$ cat config.mk
export PLATFORM = sky130hd
export DESIGN_NAME = mem_access_unit
export DESIGN_NICKNAME = d
export VERILOG_FILES = /design/src/rtl/mem_pkg.sv /design/src/rtl/mem_store_align.sv /design/src/rtl/mem_access_unit.sv
export SDC_FILE = /design/constraint.sdc
export NUM_CORES = 1
export LEC_CHECK = 0
export ABC_AREA = 1
export CORE_ASPECT_RATIO = 1.5
export CORE_MARGIN = 4
export CORE_UTILIZATION = 45
export DETAILED_ROUTE_END_ITERATION = 6
export PLACE_DENSITY = 0.94
export RECOVER_POWER = 25
export SLEW_MARGIN = 10
export SYNTH_ARGS = -nofsm -noshare
export SYNTH_HDL_FRONTEND = slang
export SYNTH_SLANG_ARGS = --single-unit
$ cat constraint.sdc
create_clock -name clk -period 6.6 [get_ports clk]
set_input_delay 0.66 -clock clk [delete_from_list [all_inputs] [get_ports clk]]
set_output_delay 0.66 -clock clk [all_outputs]
set_load 0.02 [all_outputs]
$ cat src/rtl/mem_pkg.sv
// Shared types and constants for the memory-stage access controller.
package mem_pkg;

    typedef enum logic [1:0] {
        StIdle,
        StReq,
        StDone
    } mem_state_e;

    localparam logic [3:0] BE_WORD = 4'b1111;
    localparam logic       DT_WORD = 1'b1;
    localparam logic       DT_BYTE = 1'b0;

endpackage

$ cat src/rtl/mem_store_align.sv
// Maps store data and address low bits onto memory byte lanes.
module mem_store_align
    import mem_pkg::*;
(
    input  logic [31:0] wd_i,
    input  logic [1:0]  addr_lo_i,
    input  logic        dt_i,
    output logic [31:0] wdata_o,
    output logic [3:0]  be_o
);

    always_comb begin
        wdata_o = wd_i;
        be_o    = BE_WORD;
        if (dt_i == DT_BYTE) begin
            // Replicate the byte on every lane; the enable picks the live one.
            wdata_o = {4{wd_i[7:0]}};
            be_o    = 4'b0001 << addr_lo_i;
        end
    end

endmodule

$ cat src/rtl/mem_access_unit.sv
// MEM-stage controller: captures a load/store, runs the req/ack handshake and stalls until done.
module mem_access_unit
    import mem_pkg::*;
#(
    parameter int unsigned TIMEOUT = 255,
    parameter int unsigned CNT_W   = 8
) (
    input  logic        clk,
    input  logic        reset,
    input  logic        MemRead,
    input  logic        MemWrite,
    input  logic [31:0] ALU_Result,
    input  logic [31:0] WD,
    input  logic        DT,
    output logic [31:0] D,
    output logic [1:0]  ALU,
    output logic        Stall,
    output logic        Valid,
    output logic        Fault,
    output logic        mem_req,
    output logic        mem_we,
    output logic [29:0] mem_addr,
    output logic [31:0] mem_wdata,
    output logic [3:0]  mem_be,
    input  logic        mem_ack,
    input  logic [31:0] mem_rdata
);

    mem_state_e       state_q;
    logic [31:0]      addr_q;
    logic             we_q;
    logic [31:0]      wdata_q;
    logic [3:0]       be_q;
    logic [CNT_W-1:0] cnt_q;
    logic [31:0]      d_q;
    logic [1:0]       alu_q;
    logic             valid_q;
    logic             fault_q;

    logic [31:0] align_wdata;
    logic [3:0]  align_be;
    logic        access;
    logic        misaligned;

    mem_store_align u_store_align (
        .wd_i      (WD),
        .addr_lo_i (ALU_Result[1:0]),
        .dt_i      (DT),
        .wdata_o   (align_wdata),
        .be_o      (align_be)
    );

    assign access     = MemRead | MemWrite;
    assign misaligned = (DT == DT_WORD) && (ALU_Result[1:0] != 2'b00);

    always_ff @(posedge clk or posedge reset) begin
        if (reset) begin
            state_q <= StIdle;
            addr_q  <= '0;
            we_q    <= 1'b0;
            wdata_q <= '0;
            be_q    <= '0;
            cnt_q   <= '0;
            d_q     <= '0;
            alu_q   <= '0;
            valid_q <= 1'b0;
            fault_q <= 1'b0;
        end else begin
            valid_q <= 1'b0;
            fault_q <= 1'b0;
            case (state_q)
                StIdle: begin
                    if (access) begin
                        addr_q  <= ALU_Result;
                        we_q    <= MemWrite;
                        wdata_q <= align_wdata;
                        be_q    <= MemWrite ? align_be : BE_WORD;
                        cnt_q   <= '0;
                        if (misaligned) begin
                            state_q <= StDone;
                            valid_q <= 1'b1;
                            fault_q <= 1'b1;
                            alu_q   <= ALU_Result[1:0];
                        end else begin
                            state_q <= StReq;
                        end
                    end
                end
                StReq: begin
                    if (mem_ack) begin
                        if (!we_q) begin
                            d_q <= mem_rdata;
                        end
                        state_q <= StDone;
                        valid_q <= 1'b1;
                        alu_q   <= addr_q[1:0];
                    end else if (cnt_q == CNT_W'(TIMEOUT - 1)) begin
                        // Abort: a read returns zero so stale data is never forwarded.
                        if (!we_q) begin
                            d_q <= '0;
                        end
                        state_q <= StDone;
                        valid_q <= 1'b1;
                        fault_q <= 1'b1;
                        alu_q   <= addr_q[1:0];
                    end else begin
                        cnt_q <= cnt_q + CNT_W'(1);
                    end
                end
                StDone: begin
                    state_q <= StIdle;
                end
                default: begin
                    state_q <= StIdle;
                end
            endcase
        end
    end

    // Stall is gated by reset so a flushed pipeline sees zero immediately.
    assign Stall     = !reset && (((state_q == StIdle) && access) || (state_q == StReq));
    assign mem_req   = (state_q == StReq);
    assign mem_we    = we_q;
    assign mem_addr  = addr_q[31:2];
    assign mem_wdata = wdata_q;
    assign mem_be    = be_q;
    assign D         = d_q;
    assign ALU       = alu_q;
    assign Valid     = valid_q;
    assign Fault     = fault_q;

endmodule

==> impl_metrics.toml <==
[run_status]
outcome = "complete, but fails checks"
violations = "max-capacitance violations, max-slew violations"

[global_routing]
antenna_found_initial = 0
overflow = 0
grt_pass1_vias = 4830
grt_max_degree = 93
grt_pass1_wl_um = 23600
grtUsageTotal = 0.230

[synthesis]
ys_warn_count = 0
synthTopCellsByArea = "dfrtp_1 (57%), nand2_1 (18%), buf_4 (5.0%)"
yosys.cell_types.count = 26
synthCells = 588
synth-edff-count = 0
synth.top_cells.by_count = "nand2_1 (246), dfrtp_1 (115), nor2_1 (39), buf_4 (34), nand4_1 (32)"
synth.net_count = 692
yosys.area.top_type = "dfrtp_1"
synth_seq_area_share = 0.567
ys_ff_latch = 115
synth_ff_type = "dfrtp_1"
synth_area_mm2 = 0.00508
async_flop_share = 1.00
synth_top_cell_area_share = 0.567
yosysMostFrequentCell = "nand2_1"
synth_area_per_cell_um2 = 8.63

[route]
wl_um = 14900
drtAntennaViolNets = 0
first_pass_iters = 7
drtIter0Drc = 249
route.vias.total = 4643
drc = 0
wl_per_cell_um = 16.3
vias_per_cell = 5.07

[power_and_ir_drop]
seq_power_share = 0.309
power.leakage_nw = 3.58
switching_share = 0.401
switching_power_mw = 1.56
p_per_area_mw_per_mm2 = 515
vdd_drop_max_mv = 0.295
p_comb_frac = 0.462
finalPower_mw = 3.89
p_clk_frac = 0.229
intPower_mw = 2.33

[place]
pre_cts_slack_ns = 3.42
port_buffers = 206
hpwl_um = 10400
gp_congestion = 0.812
placed_area_mm2 = 0.00698
placed_cells = 884

[sta]
timing.final.max_slew_violations = 109
whs_ns = 0.463
rsz0062_at_grt = "false"
hold_viol_final = 0
fin_skew_ns = 0.00854
max_freq_mhz = 222
final-setup-viol-count = 0
tns_ns = 0
relSlewSlack = -0.606
period_share = 0.683
fin_ws_ns = 2.09
finalCriticalPeriod_ns = 4.51
worst-slew-pin-transition_ns = 2.40

[final_layout]
areaGrowthSynthToFinish_pct = 48.7
final_core_util = 0.683
antenna_cells = 0
nNetsFinal = 860
regArea_mm2 = 0.00288
multi_input_area_mm2 = 0.00174
finalInstanceArea_mm2 = 0.00755
drive_gt1_frac = 0.0650
nFillCells = 839
instances_no_fill = 916

[clock_network]
h-tree-depth = 4
numCtsBuffers = 17
clock_latency_ns = 0.40
hold_buffers = 0
clk_pin_slew_ns = 0.05
cts_resized = 0
cts_setup_buffers = 0
tritoncts = "done"
root_buffer = "clkbuf_16"
clockBufferDepth = 2
clock-sinks = 115

[setup_path]
worstPathRequired_ns = 5.94
worstPathArrival_ns = 3.85
startpoint_type = "primary input"
cp-end-kind = "output pin"
crit_fanout = 52
timing_worst_setup_path_type = "in -> out"

[floorplanning]
num_rows = 47
core_area_mm2 = 0.0111
dieArea_mm2 = 0.0131
fp.dieH_um = 138
start_util = 0.459
die_w_um = 94.7
pin_count = 207

[hold_path]
hold_class = "reg -> reg"

[flow_run]
drv_cap = 2
-- final cells by class --
class	count	share of cell area
Sequential cell	115	0.381
Tap cell	147	0.0244
Clock inverter	15	0.0210
Timing Repair Buffer	211	0.278
Clock buffer	17	0.0563
Inverter	18	0.00912
Multi-Input combinational cell	393	0.230
-- cells by family (layout without fill, tap and decap cells) --
logic type,count (synthesis),count (layout),share of synthesized area
DFF,115,115,0.567
buffers and inverters,80,261,0.0917
adders and majority gates,2,2,0.00493
AOI/OAI and AO/OA,46,46,0.0525
and+or+nand+nor,345,345,0.284
-- registers in the layout (all words and copies together), names as in the netlist --
name       flops
D             32
addr_q        32
mem_wdata     32
cnt_q          8
mem_be         4
ALU            2
state_q        2
Fault          1
Valid          1
mem_we         1
-- critical path, stage by stage --
cell	delay, ns
clkdlybuf4s50_1	0.49
o21ai_4	0.14
clkbuf_1	1.70
a21oi_1	0.19
clkdlybuf4s50_1	0.65
-- path summary, 6_finish.rpt --
| check | from | to | slack (ns) | depth (start not counted) |
|---|---|---|---|---|
| setup / recovery | MemWrite | Stall | 2.09 | 5 |
| hold / removal | D[13]$_DFFE_PP0P_ | D[13]$_DFFE_PP0P_ | 0.46 | 2 |
| setup reg to reg | state_q[0]$_DFFE_PP0P_ | cnt_q[4]$_DFFE_PP0P_ | 3.27 | 6 |
| hold reg to reg | D[13]$_DFFE_PP0P_ | D[13]$_DFFE_PP0P_ | 0.46 | 2 |
| max in group asynchronous | reset | cnt_q[0]$_DFFE_PP0P_ | 3.53 | 3 |
| min in group asynchronous | reset | D[21]$_DFFE_PP0P_ | 1.43 | 2 |
-- routing by layer --
| metal | global-route usage | vias to the layer above | wire, um |
|---|---|---|---|
| met3 | 0.0772 | 45 | 1430 |
| met1 | 0.244 | 2169 | 5280 |
| met2 | 0.399 | 231 | 7650 |
| met5 | 0 | - | 0 |
| met4 | 0.112 | 0 | 559 |
| li1 | - | 2198 | - |
-- layout by cell type (no fill, tap or decap), types with 10 or more instances in the layout --
cell type,instances
a31oi_1,24
clkdlybuf4s50_1,187
nand4_1,32
clkbuf_16,17
a21oi_1,10
nand2_1,247
nor2_1,39
nand3_1,16
dlygate4sd3_1,19
dfrtp_1,115
inv_1,14
-- power groups by stage --
stage	combinational (mW)	clock, mW	sequential [mW]
floorplan	0.851	0	1.44
global placement	1.77	0	1.19
detailed placement	1.82	0	1.20
CTS	1.83	0.908	1.20
global route	1.94	0.938	1.24
finish	1.80	0.889	1.20
Note: power is estimated with default switching activity, not from simulation.
